**config.mk**
```make
export PLATFORM = sky130hd
export DESIGN_NAME = ad9280_scope_stream_packer
export DESIGN_NICKNAME = d
export VERILOG_FILES = /design/src/rtl/ad9280_scope_pkg.sv /design/src/rtl/scope_axis_out_stage.sv /design/src/rtl/ad9280_scope_stream_packer.sv
export SDC_FILE = /design/constraint.sdc
export NUM_CORES = 1
export LEC_CHECK = 0
export BUFFER_PORTS_ARGS = -buffer_cell sky130_fd_sc_hd__buf_2
export CORE_AREA = 2 2 92 94
export CTS_CLUSTER_DIAMETER = 40
export DETAILED_ROUTE_END_ITERATION = 6
export DIE_AREA = 0 0 94 96
export PLACE_DENSITY_LB_ADDON = 0.1
export SYNTH_ARGS = -nofsm -noshare
export SYNTH_HDL_FRONTEND = slang
export SYNTH_SLANG_ARGS = --single-unit
export TNS_END_PERCENT = 100
```
**constraint.sdc**
```tcl
create_clock -name sys_clk -period 2.75 [get_ports sys_clk]
set_clock_uncertainty 0.2 [all_clocks]
set_input_delay 0.55 -clock sys_clk [delete_from_list [all_inputs] [get_ports sys_clk]]
set_output_delay 0.55 -clock sys_clk [all_outputs]
set_load 0.01 [all_outputs]
```
**src/rtl/ad9280_scope_pkg.sv**
```systemverilog
// Shared constants for the AD9280 scope stream packer: state encoding, lane geometry
// and the tkeep lookup used when a word closes with fewer than LANES samples.
package ad9280_scope_pkg;

   localparam int SAMPLE_WIDTH = 8;
   localparam int LANES        = 4;
   localparam int OUT_WIDTH    = SAMPLE_WIDTH * LANES;

   typedef logic [1:0] state_t;

   localparam state_t IDLE  = 2'd0;
   localparam state_t RUN   = 2'd1;
   localparam state_t DRAIN = 2'd2;
   localparam state_t DONE  = 2'd3;

   // n = number of populated byte lanes (1..LANES); lanes fill from bit 0 upward.
   function automatic logic [LANES-1:0] keep_from_lanes(input logic [2:0] n);
      logic [LANES-1:0] k;
      k = '0;
      for (int i = 0; i < LANES; i++) begin
         if (i < int'(n)) k[i] = 1'b1;
      end
      return k;
   endfunction

endpackage

```
**src/rtl/scope_axis_out_stage.sv**
```systemverilog
// Single-entry AXI-Stream register: loads a packed word, holds it stable until ready,
// and empties on handshake. clear_i drops the entry unconditionally.
module scope_axis_out_stage #(
   parameter int DATA_W = 32,
   parameter int KEEP_W = 4
) (
   input  logic              clk_i,
   input  logic              rst_i,
   input  logic              clear_i,
   input  logic              load_i,
   input  logic [DATA_W-1:0] data_i,
   input  logic [KEEP_W-1:0] keep_i,
   input  logic              last_i,
   input  logic              ready_i,
   output logic [DATA_W-1:0] tdata_o,
   output logic [KEEP_W-1:0] tkeep_o,
   output logic              tlast_o,
   output logic              tvalid_o
);

   logic [DATA_W-1:0] tdata_q, tdata_d;
   logic [KEEP_W-1:0] tkeep_q, tkeep_d;
   logic              tlast_q, tlast_d;
   logic              tvalid_q, tvalid_d;

   // The producer only loads when the entry is empty or draining this cycle.
   always_comb begin
      tdata_d  = tdata_q;
      tkeep_d  = tkeep_q;
      tlast_d  = tlast_q;
      tvalid_d = tvalid_q;
      if (clear_i) begin
         tdata_d  = '0;
         tkeep_d  = '0;
         tlast_d  = 1'b0;
         tvalid_d = 1'b0;
      end else if (load_i) begin
         tdata_d  = data_i;
         tkeep_d  = keep_i;
         tlast_d  = last_i;
         tvalid_d = 1'b1;
      end else if (tvalid_q && ready_i) begin
         tvalid_d = 1'b0;
      end
   end

   always_ff @(posedge clk_i) begin
      if (rst_i) begin
         tdata_q  <= '0;
         tkeep_q  <= '0;
         tlast_q  <= 1'b0;
         tvalid_q <= 1'b0;
      end else begin
         tdata_q  <= tdata_d;
         tkeep_q  <= tkeep_d;
         tlast_q  <= tlast_d;
         tvalid_q <= tvalid_d;
      end
   end

   assign tdata_o  = tdata_q;
   assign tkeep_o  = tkeep_q;
   assign tlast_o  = tlast_q;
   assign tvalid_o = tvalid_q;

endmodule

```
**src/rtl/ad9280_scope_stream_packer.sv**
```systemverilog
// Packs frame_len 8-bit ADC samples per armed frame, 4 per word little-endian, onto AXI-Stream.
// Optional decimation (keep 1 of every decim_factor+1 samples) when SCOPE_PACK_DECIM_EN is defined.
module ad9280_scope_stream_packer
   import ad9280_scope_pkg::*;
#(
   parameter int SAMPLE_WIDTH    = 8,
   parameter int LANES           = 4,
   parameter int FRAME_LEN_WIDTH = 16
) (
   input  logic                            sys_clk,
   input  logic                            sys_rst,
   input  logic                            s_valid,
   input  logic [SAMPLE_WIDTH-1:0]         s_data,
   output logic                            s_ready,
   input  logic                            start,
   input  logic                            abort,
   input  logic [FRAME_LEN_WIDTH-1:0]      frame_len,
`ifdef SCOPE_PACK_DECIM_EN
   input  logic [7:0]                      decim_factor,
`endif
   output logic [SAMPLE_WIDTH*LANES-1:0]   m_axis_tdata,
   output logic [LANES-1:0]                m_axis_tkeep,
   output logic                            m_axis_tlast,
   output logic                            m_axis_tvalid,
   input  logic                            m_axis_tready,
   output logic                            busy,
   output logic                            done
);

   localparam int IDX_W = $clog2(LANES);
   localparam int W     = SAMPLE_WIDTH * LANES;

   state_t                     state_q, state_d;
   logic [FRAME_LEN_WIDTH-1:0] remaining_q, remaining_d;
   logic [IDX_W-1:0]           idx_q, idx_d;
   logic [W-1:0]               pack_q, pack_d;
   logic [W-1:0]               word_w;
   logic                       take_w, last_w, completes_w, accept_w, keep_w, load_w, start_w;

`ifdef SCOPE_PACK_DECIM_EN
   logic [7:0] decim_factor_q, decim_factor_d;
   logic [7:0] decim_cnt_q, decim_cnt_d;
   assign take_w = (decim_cnt_q == 8'd0);
`else
   assign take_w = 1'b1;
`endif

   assign start_w     = (state_q == IDLE) && start && (frame_len != '0) && !abort;
   assign last_w      = (remaining_q == FRAME_LEN_WIDTH'(1));
   assign completes_w = take_w && ((idx_q == IDX_W'(LANES - 1)) || last_w);
   assign accept_w    = s_valid && s_ready;
   assign keep_w      = accept_w && take_w;
   assign load_w      = keep_w && completes_w && !abort;

   // Lanes above idx are still zero because the pack register is cleared on every word close.
   always_comb begin
      word_w = pack_q;
      word_w[32'(idx_q) * SAMPLE_WIDTH +: SAMPLE_WIDTH] = s_data;
   end

   always_ff @(posedge sys_clk) begin
      if (sys_rst) state_q <= IDLE;
      else         state_q <= state_d;
   end

   always_comb begin
      state_d = state_q;
      case (state_q)
         IDLE:    if (start_w) state_d = RUN;
         RUN:     if (keep_w && last_w) state_d = DRAIN;
         DRAIN:   if (m_axis_tvalid && m_axis_tready) state_d = DONE;
         DONE:    state_d = IDLE;
         default: state_d = IDLE;
      endcase
      if (abort) state_d = IDLE;
   end

   // A closing sample may pass only if the output entry is free or emptying this cycle.
   always_comb begin
      s_ready = (state_q == RUN) && (!completes_w || !m_axis_tvalid || m_axis_tready);
      busy    = (state_q == RUN) || (state_q == DRAIN);
      done    = (state_q == DONE);
   end

   always_comb begin
      remaining_d = remaining_q;
      idx_d       = idx_q;
      pack_d      = pack_q;
      if (abort) begin
         remaining_d = '0;
         idx_d       = '0;
         pack_d      = '0;
      end else if (start_w) begin
         remaining_d = frame_len;
         idx_d       = '0;
         pack_d      = '0;
      end else if (keep_w) begin
         remaining_d = remaining_q - FRAME_LEN_WIDTH'(1);
         if (completes_w) begin
            idx_d  = '0;
            pack_d = '0;
         end else begin
            idx_d  = idx_q + IDX_W'(1);
            pack_d = word_w;
         end
      end
   end

   always_ff @(posedge sys_clk) begin
      if (sys_rst) begin
         remaining_q <= '0;
         idx_q       <= '0;
         pack_q      <= '0;
      end else begin
         remaining_q <= remaining_d;
         idx_q       <= idx_d;
         pack_q      <= pack_d;
      end
   end

`ifdef SCOPE_PACK_DECIM_EN
   // Discarded samples still advance the phase counter; the first sample of a frame is kept.
   always_comb begin
      decim_factor_d = decim_factor_q;
      decim_cnt_d    = decim_cnt_q;
      if (abort) begin
         decim_cnt_d = '0;
      end else if (start_w) begin
         decim_factor_d = decim_factor;
         decim_cnt_d    = '0;
      end else if (accept_w) begin
         decim_cnt_d = (decim_cnt_q == decim_factor_q) ? 8'd0 : decim_cnt_q + 8'd1;
      end
   end

   always_ff @(posedge sys_clk) begin
      if (sys_rst) begin
         decim_factor_q <= '0;
         decim_cnt_q    <= '0;
      end else begin
         decim_factor_q <= decim_factor_d;
         decim_cnt_q    <= decim_cnt_d;
      end
   end
`endif

   scope_axis_out_stage #(
      .DATA_W (W),
      .KEEP_W (LANES)
   ) u_out_stage (
      .clk_i    (sys_clk),
      .rst_i    (sys_rst),
      .clear_i  (abort),
      .load_i   (load_w),
      .data_i   (word_w),
      .keep_i   (keep_from_lanes(3'(idx_q) + 3'd1)),
      .last_i   (last_w),
      .ready_i  (m_axis_tready),
      .tdata_o  (m_axis_tdata),
      .tkeep_o  (m_axis_tkeep),
      .tlast_o  (m_axis_tlast),
      .tvalid_o (m_axis_tvalid)
   );

endmodule

```
# After elaboration in Yosys (flattened, before gate mapping)
# Cells that the tools add are included.
[word_totals] output_inout_bits=41 memories=0 latch_bits=0 mem_bits_ro=0 ramBits=0 inputBits=30 wordCells=64 regBits=90
[op_classes] div_mod_pow=0 n_lt_le_gt_ge=4 bitwise_logic=0 n_mul=0 eq_ne=8 n_mux=15 shifts=2 reduce_logical=23 add_sub_neg=4
[ops] cell="negator 5 -> 34 bit" n=1
[ops] cell="variable shift 8 x 34 -> 32 bit, first input constant" n=1
[ops] cell="variable part select 8 x 34 -> 32 bit" n=1
[ops] cell="bitwise mux 32 bit" n=1
[ops] cell="two-way mux 16 bit" n=2
[ops] cell="two-way mux 32 bit" n=1
[ops] cell="== test 16 x 1 -> 1 bit, second input constant" n=1
[ops] cell="nonzero test 16 bit" n=1
[ops] cell="subtractor 16 x 1 -> 16 bit, second input constant" n=1
[ops] cell="logical AND 1 bit" n=9
[ops] cell="two-way mux 2 bit" n=4
[ops] cell="case mux 2 bit (4 select lines)" n=1
[ops] cell="== test 2 bit, second input constant" n=3
[ops] cell="< comparator 1 x 3 -> 1 bit, first input constant" n=2
[ops] cell="< comparator 2 x 3 -> 1 bit, first input constant" n=2
[ops] cell="two-way mux 1 bit" n=6
[ops] cell="inequality test 2 bit, second input constant" n=3
[ops] cell="logical OR 1 bit" n=4
[ops] cell="nonzero test 2 bit" n=2
[ops] cell="adder 2 x 1 -> 3 bit, second input constant" n=1
[ops] cell="zero test 1 bit" n=3
[ops] cell="AND reduction 3 bit" n=1
[ops] cell="OR reduction 3 bit" n=1
[ops] cell="adder 2 x 1 -> 2 bit, second input constant" n=1
[ops] cell="other kinds (3)" n=3

# Depth between registers and ports, before layout
# Gate-level depths: netlist of run 1.
[depth] depth_word=10 mapped_depth=10 ltp_nobuf=7

# By module
# From an unflattened synthesis of run 1, not the netlist that was laid out.
[unflattened] hier_cells=507 hier_area_um2=4455.5
[modules_own_cells] mod="ad9280_scope_stream_packer" area_per_inst_um2=3091.7 cells_each=383 instances=1 seq_area_each_um2=1041.0
[modules_own_cells] mod="scope_axis_out_stage" area_per_inst_um2=1363.8 cells_each=124 instances=1 seq_area_each_um2=760.7

# Least setup slack after synthesis of run 1
# No wires, ideal clock.
[synth_path] kind="flip-flop to output port" start="register remaining_q[0]" end="output s_ready" path_buffers=2 stages_incl_launch_ff=8 required_ps=2000 t_arrival_ps=1768 path_slack_ps=232 path_cell_list="dfxtp_1 ha_1 nor4b_1 and4_1 buf_2 clkbuf_1 o21ai_0 and2_1"
[synth_between] elab_chain_cells=6
[synth_rtl] item="start, declared" line="ad9280_scope_stream_packer.sv:34" text="logic [FRAME_LEN_WIDTH-1:0] remaining_q, remaining_d;"
[synth_rtl] item="start signal, assigned" line="ad9280_scope_stream_packer.sv:115" text="remaining_q <= remaining_d;"
[synth_rtl] item="== test 16 x 1 -> 1 bit" line="ad9280_scope_stream_packer.sv:49" text="assign last_w = (remaining_q == FRAME_LEN_WIDTH'(1));"
[synth_rtl] item="logical OR 1 bit" line="ad9280_scope_stream_packer.sv:50" text="assign completes_w = take_w && ((idx_q == IDX_W'(LANES - 1)) || last_w);"
[synth_rtl] item="zero test 1 bit" line="ad9280_scope_stream_packer.sv:80" text="s_ready = (state_q == RUN) && (!completes_w || !m_axis_tvalid || m_axis_tready);"
[synth_rtl] item="logical OR 1 bit (2 in a row)" line="ad9280_scope_stream_packer.sv:80"
[synth_rtl] item="logical AND 1 bit" line="ad9280_scope_stream_packer.sv:80"
[synth_rtl] item="end, declared" line="ad9280_scope_stream_packer.sv:14" text="output logic s_ready,"
# No other way between the ends.

# Final worst setup path of run 1
[layout_path] start="register remaining_q[9]" end="output s_ready"
# Same word-level chain as after synthesis.

==> results.md, run 1 <==
- The run finished with clean final reports.
- Of all nets on the critical path, the largest fanout is 6.
- The worst hold slack is 0.240 ns.
- The root buffer cell chosen for the clock tree is sky130_fd_sc_hd__clkbuf_8.
- For the final routed database, the setup TNS stands at 0 ns.
- The number of placed instances, taps included, is 677.
- Setup repair after global routing left no endpoint under its margin.
- For the finished layout, the period the worst path requires is 2.61 ns.
- The number of clock buffers added by TritonCTS is 9.
- The area of the core is 0.00805 mm².
- After the first detailed-routing iteration, the DRC count stood at 200.
- The category of the most critical setup path is register to output port.
- The post-synth net total is 564.
- Using the TritonRoute via totals, the vias-per-cell ratio works out to 5.87.
- The final worst-path cycle share is 0.949.
- The worst hold-check path type is input port to register.
- The worst slack after detailed placement is 0.195 ns.
- The number of different library cells used by synthesis comes to 56.
- The average wire length per cell after detail routing is 16.2 µm.
- The remaining max-slew budget at the tightest pin is 0.513.
- The cell depth of the worst min-delay path is 3.
- The cell area power density is 495 mW/mm².
- The count of standard-cell rows is 33.
- The cell area after layout is around 0.0052 mm².
- The share of the Yosys chip area taken by registers is 0.405.
- The number of clock sinks seen by CTS is 90.
- The number of buffers added on ports is 70.
- Synthesis handed over a netlist of between 500 and 600 instances.
- Walking the worst path, the cells encountered are nor4_2 > and4_4 > o21ai_0 > and2_1 > buf_2.
- For this configuration, the core starts out at a cell density of 0.552.
- On the critical path, the stage with the largest delay is an instance of sky130_fd_sc_hd__nor4_2.
- The leakage power figure is 1.90 nW.
- The smallest setup slack after layout is between 0.1 and 0.15 ns.
- TritonCTS built the clock tree.
- The final-layout fill cell count is 704.
- Setup violations remaining at the end of the flow were counted as 0.
- The type of destination of the critical path is an output port.
- The H-tree generated during clock tree synthesis spans 3 levels.
- Derived from the worst setup path, the maximum achievable clock frequency is 383 MHz.
- The detailed-routing iteration count for the pre-antenna-repair pass is 5.
- The first global-routing pass estimated 17900 µm of wire.
- The placement-stage cell area is ~0.0049 mm².
- The hold-fix buffer count after cts is 0.
- The register area is 0.00180 mm².
- After synthesis, the cell types taking the most area are sky130_fd_sc_hd__dfxtp_1 (41%), sky130_fd_sc_hd__nor2_1 (7.3%), sky130_fd_sc_hd__a21oi_1 (7.0%).
- From bottom edge to top edge, the die measures 96 µm.
- The final routed wirelength across all metal layers is roughly 11000 µm.
- The number of pins with negative max-slew slack in the final report is 0.
- The synthesized design contains 0 enable-type register cells.
- The data arrival time of the critical path is 1.86 ns.
- The end-of-flow core utilization is 0.645.
- Across every metal layer, demand over resource in global routing totals 0.250.
- Measured in cells, the most critical reg-to-reg path has a length of 6.
- The fraction of synthesized cell area taken by the top area cell type is 0.405.
- In this run the count of I/O pins placed on the die edge is 71.
- At the end of routability-driven placement, the weighted congestion stood at 0.912.
- The total of warnings raised by yosys is 0.
- The critical path buffer and inverter count is 1.
- Detailed placement ended at an HPWL of around 7900 µm.
- The area of the mapped netlist is around 0.0044 mm².
- Power comes to 2.57 mW.
- For this run, asynchronously set or reset flops after synthesis account for 0.
- The die span in x is 94 µm.
- For flop-to-flop paths, the worst setup slack is 0.26 ns.
- The via count of the first global-routing pass is approximately 3700.
- The count of max-cap constraint violations is 0.
- The mean post-synth cell area is 8.54 µm².
- The cell family contributing the most delay on the critical path is simple AND/OR/NAND/NOR gates.
- The capture endpoint of the worst hold path is remaining_q[7].
- The largest net degree at the start of global routing is 49.
- The area added between synthesis and finish is 16.7%.
- The launching point of the worst reg2reg path is idx_q[0].
- After the flow finishes, the layout carries non-filler instances totaling 694.
- Of the cells placed in the final design, the portion with a size suffix greater than 1 is 0.256.
- The clock-pin transition on the worst setup and hold timing paths is 0.09 ns.
- Once detail routing completed, the nets flagged for antenna violations numbered 0.
- The cell type with the largest total area after synthesis is sky130_fd_sc_hd__dfxtp_1.
- The transition time at the pin with the least slew margin is 0.725 ns.
- The number of antenna violations at the first check in global routing came to 0.
- Counting along the longest clock path gives a buffer depth of 2.
- The repair_antennas step left the layout with diodes totalling 0.
- The number of hold violations in the final report came to 0.
- The primary flip-flop cell chosen by synthesis mapping is sky130_fd_sc_hd__dfxtp_1.
- The final route contains 4071 vias.
- The clock latency on the worst-skew pair is 0.36 ns.
- The maximum vdd ir drop is 0.000312 V.
- In the routed design, unresolved DRC markers number 0.
- The worst hold path begins at frame_len[7].
- At the worst endpoint, the required time is 2.00 ns.
- The kind of launch point of the worst setup path is a register.
- The worst register-to-register path ends at pack_q[28].
- After synthesis the netlist holds a flip-flop and latch count of 90.
- The stage delay of the slowest cell on the critical path is 0.43 ns.
- The startpoint of the worst setup timing path is remaining_q[9].
- For this run, the post-layout net count is approximately 630.
- The aggregate global routing overflow is 0.
- The die covers between 0.009 and 0.01 mm².
- Summing all multi-input logic gate instances after layout gives 0.00247 mm².
-- timing repair --
item                       CTS  global route
pin swaps                    0             1
setup endpoints to repair    1            11
cloned                       0             0
setup buffers                0             1
gates resized for setup      3             7
-- metal layers --
metal / part of all wire / global-route usage / vias to the layer above
met5: 0 / 0 / -
met4: 0.014 / 0.0785 / 0
met3: 0.051 / 0.0305 / 12
met2: 0.46 / 0.410 / 122
met1: 0.48 / 0.346 / 1927
li1: - / - / 2010
-- sequential cells by signal (all words and copies together), names as in the netlist --
signal,cells
remaining_q,16
u_out_stage.tkeep_o,4
u_out_stage.tlast_o,1
pack_q,32
idx_q,2
u_out_stage.tdata_o,32
state_q,2
u_out_stage.tvalid_o,1
-- final cells by class --
class	instances	area share
clock buffers	11	0.0292
clock inverters	5	0.0118
inverters	9	0.00651
multi-input cells	382	0.476
flip-flops and latches	90	0.348
well taps	105	0.0253
repair buffers	92	0.104
-- kinds of logic after synthesis --
group | count (synthesis) | synth area share
AND/OR/NAND/NOR | 219 | 0.262
AO/OA/AOI/OAI | 142 | 0.231
flip-flops | 90 | 0.405
buffers and inverters | 49 | 0.0495
adder cells (fa/ha/maj) | 13 | 0.0366
XOR/XNOR | 7 | 0.0138
multiplexers | 1 | 0.00225
-- power breakdown --
group	leakage, nW	switching (mW)	internal, mW
combinational	1.07	0.173	0.102
clock	0.103	0.484	0.475
sequential	0.727	0.0189	1.32
total	1.90	0.676	1.89
-- synth_stat cells, drive strengths merged (5+ instances only) --
cell    instances
clkbuf         24
nor4           36
dfxtp          90
nor2           88
nor2b          33
buf            16
nand3           8
a211oi         52
xnor2           6
and4            5
nor3            5
nand2          15
inv             9
o21ai           9
ha             13
nand4           6
a21oi          63
-- worst max-delay path by stage --
stage	endpoint	slack, ns	depth (start not counted)
after floorplan	s_ready	0.23	7
after global placement	remaining_q[7]	0.35	6
after detailed placement	pack_q[28]	0.19	8
after CTS	s_ready	0.009	7
after global routing	s_ready	0.0004	7
final	s_ready	0.14	5
-- worst register-to-register path: stages, from the launching register on --
cell and delay (ns):
sky130_fd_sc_hd__dfxtp_1 0.42, sky130_fd_sc_hd__ha_1 0.33, sky130_fd_sc_hd__nand3b_1 0.23, sky130_fd_sc_hd__o21ai_1 0.60
sky130_fd_sc_hd__buf_4 0.35, sky130_fd_sc_hd__nor2_1 0.08, sky130_fd_sc_hd__a211oi_1 0.18
-- cells in the final DEF (no fill, tap or decap), drive strengths merged, types with 2 or more instances in the layout --
cell type,instances
a211oi,52
nor2b,33
a311oi,3
nand2,15
xnor2,6
o32ai,2
and2,4
nor3,5
or4b,2
o21ai,9
inv,10
nand3,8
nor4bb,3
a31oi,3
clkinvlp,2
dfxtp,90
nor4,36
ha,13
nor2,88
clkbuf,11
or2,3
or3,4
and4,5
nand4,6
buf,92
a21oi,63
a21boi,2
No activity file was read; power rests on OpenSTA's default activity.
==> run 2, diff against run 1 <==
==> constraint.sdc (replaced) <==
create_clock -name sys_clk -period 2.75 [get_ports sys_clk]
set_clock_uncertainty 0.2 [all_clocks]
set_input_delay 0.275 -clock sys_clk [delete_from_list [all_inputs] [get_ports sys_clk]]
set_output_delay 0.275 -clock sys_clk [all_outputs]
set_load 0.01 [all_outputs]
==> run 2 against run 1 <==
  * Sequential cell count unchanged
  * Critical path depth increased by 2
  * Global-route usage increased by 0.71 points
  * Via count increased by 2.1%
  * Largest cell class unchanged
  * Clock-buffer cell count unchanged
  * Non-clock buffer count unchanged
  * Setup slack improved by 0.0043 ns
  * Highest routed layer unchanged
  * Clock power increased by 8%
==> results.md, run 2 (synthesis results as in run 1) <==
- The overall power is about 2.7 mW.
- Of the total power, registers draw 0.504.
- Leaving out fill and tap cells, the most frequent cell in the layout is sky130_fd_sc_hd__dfxtp_1.
- The kind of launch point of the worst setup path is a register.
- Clock-pin slew was measured on the worst setup and hold paths at 0.09 ns.
- The area of the core is 0.00805 mm².
- The worst hold path begins at frame_len[2].
- Setup total negative slack on the finished layout was measured at 0 ns.
- The clock root buffer is sky130_fd_sc_hd__clkbuf_8.
- OpenSTA, run right after detailed placement, puts the worst setup slack at roughly 0.27 ns.
- Setup repair after global routing left no endpoint under its margin.
- The final worst-path cycle share is 0.948.
- The transition time at the pin with the least slew margin is 0.695 ns.
- The number of failing setup endpoints in the final timing report is 0.
- The worst register-to-register path begins at remaining_q[1].
- The maximum vdd ir drop is 0.000401 V.
- Of the total power, combinational logic draws 0.104.
- The total number of vias is 4156.
- The aggregate global-route resource usage is 0.257.
- The floorplan step set the die height to 96 µm.
- The number of I/O pins is 71.
- The critical path starts at remaining_q[0].
- STA classifies the critical path endpoint as an output port.
- The number of hold violations in the final report is 0.
- The pre-antenna-repair detailed-routing pass consisted of 5 iterations.
- The number of buffers inserted by post-CTS setup repair is 0.
- Counting every sink on the clock net gives 90.
- For this design the static power due to leakage is ~1.9 nW.
- For this design the total switching power over the nets is 0.667 mW.
- For this run, design rule violations remaining after detail routing come to 0.
- The worst setup path is of the register to output port kind.
- The detailed router finished its first iteration with 233 violations.
- The die covers 0.00902 mm².
- The placement-stage cell area is approximately 0.005 mm².
- The count of H-tree levels built during CTS is 3.
- The clock tree from TritonCTS is done.
- In the layout the commonest cells are sky130_fd_sc_hd__dfxtp_1 (90), sky130_fd_sc_hd__nor2_1 (86), sky130_fd_sc_hd__buf_2 (70), sky130_fd_sc_hd__a21oi_1 (61), sky130_fd_sc_hd__nor4_1 (35).
- In this run the power density over the cells is 510 mW/mm².
- The cell class contributing the biggest share of worst-path delay is simple AND/OR/NAND/NOR gates.
- The count of nets left with antenna violations once routing finished came out at 0.
- The flow ran to the end, and the final reports show no timing, DRC or antenna violations.
- The number of buffers created by CTS is 9.
- The aggregate global routing overflow is 0.
- The remaining max-slew budget at the tightest pin is 0.533.
- The worst hold-check path type is input port to register.
- The post-detailed-placement half-perimeter wirelength is 7890 µm.
- The floorplan step set the die width to between 90 and 100 µm.
- The part of the power in the clock network is 0.392.
- The starting density of the core is 0.552.
- The stage delay of the slowest cell on the critical path is 0.40 ns.
- The largest net degree at the start of global routing is 34.
- From synthesis to final layout, the design area changed by 16.8%.
- The average vias per placed instance is 5.99.
- On the critical path, the stage with the largest delay is an instance of sky130_fd_sc_hd__dfxtp_1.
- Port buffering added 70 buffers.
- The number of antenna violations at the first check in global routing was 0.
- The critical path contains buffers and inverters numbering 2 combined.
- Once layout is done, the placed cells without fillers occupy 0.00520 mm².
- Max-cap violations in this run came to 0.
- STA puts the critical path data arrival time at 2.13 ns.
- The critical-path maximum fanout is 24.
- The smallest setup slack after layout is between 0.1 and 0.15 ns.
- The congestion estimate from routability-driven global placement came to about 0.95.
- The share of post-route cells with drive strength above 1 is 0.243.
- The via count of the first global-routing pass came to 3717.
- After detailed routing, the average wire length per cell comes to 16.4 µm.
- Of the total power, the share spent switching nets is 0.251.
- The internal power of the cells totals around 2 mW.
- In this run the core area contains 33 standard-cell rows.
- Traced cell by cell, the critical path runs through ha_1 > nor4b_4 > and4_4 > buf_8 > o21ai_0 > and2_1 > buf_2.
- The number of antenna diodes in the final layout is 0.
- The maximum clock frequency is 384 MHz.
- The number of pins with negative max-slew slack in the final report is 0.
- The clock passes through at most 2 buffers.
- The final-layout fill cell count is 723.
- The required arrival time at the worst endpoint is 2.28 ns.
- The net count reported at finish is 627.
- The clock latency on the worst-skew pair is roughly 0.36 ns.
- The final routed wirelength across all metal layers is approximately 11000 µm.
- The wire length of the first global-routing pass is 18400 µm.
- Subtracting the final worst setup slack from the clock period gives 2.61 ns.
-- run 2: cell types whose count changed in the layout (fill, tap and decap cells not counted), moves of 2 or more --
cell / before / now
sky130_fd_sc_hd__buf_4: 20 / 18
sky130_fd_sc_hd__dfxtp_1: 88 / 90
sky130_fd_sc_hd__dfxtp_2: 2 / 0
sky130_fd_sc_hd__dlygate4sd3_1: 0 / 2
-- run 2: power groups by stage --
stage,Sequential (mW),Clock (mW),Combinational [mW]
global placement,1.36,0,0.262
CTS,1.34,1.06,0.271
detailed placement,1.37,0,0.265
finish,1.34,1.04,0.276
floorplan,1.36,0,0.170
global route,1.34,1.11,0.300
-- run 2: worst paths after layout --
check / slack [ns] / cells past startpoint / endpoint
setup / recovery: 0.14 / 7 / s_ready
hold / removal: 0.002 / 3 / remaining_q[2]
hold reg to reg: 0.27 / 2 / u_out_stage.tkeep_o[2]
setup reg to reg: 0.30 / 8 / pack_q[26]
-- run 2: metal layers --
metal	global-route usage	part of all wire
met1	0.362	0.47
met2	0.408	0.46
met3	0.0360	0.055
met4	0.0870	0.019
met5	0	0
-- run 2: worst reg2reg max path: cells and delay by family (launching register included) --
| family | cells | cell delay [ns] |
|---|---|---|
| adders and majority gates | 1 | 0.20 |
| buffers and inverters | 2 | 0.43 |
| and+or+nand+nor | 3 | 0.43 |
| AOI/OAI and AO/OA | 2 | 0.75 |
| DFF | 1 | 0.38 |
-- run 2: final cells by class --
cell class	count	area, µm²	share of cell area
Clock buffer	11	151	0.0291
Sequential cell	90	1800	0.347
Inverter	9	33.8	0.00650
Clock inverter	5	83.8	0.0161
Tap cell	105	131	0.0253
Multi-Input combinational cell	382	2450	0.472
Timing Repair Buffer	92	541	0.104
-- run 2: what timing repair did --
item,CTS,global route
pin swaps,0,1
hold buffers,2,0
hold endpoints to repair,2,0
setup endpoints to repair,1,1
gates resized for setup,2,4
-- run 2: stage by stage --
stage | cells | util | hold WS, ns
after floorplan | 521 | - | 0.205
after global placement | 676 | 0.611 | 0.257
after detailed placement | 676 | 0.611 | 0.257
after CTS | 694 | 0.644 | 0.00307
after global routing | 694 | 0.646 | 0.00672
final | 694 | 0.646 | 0.00220
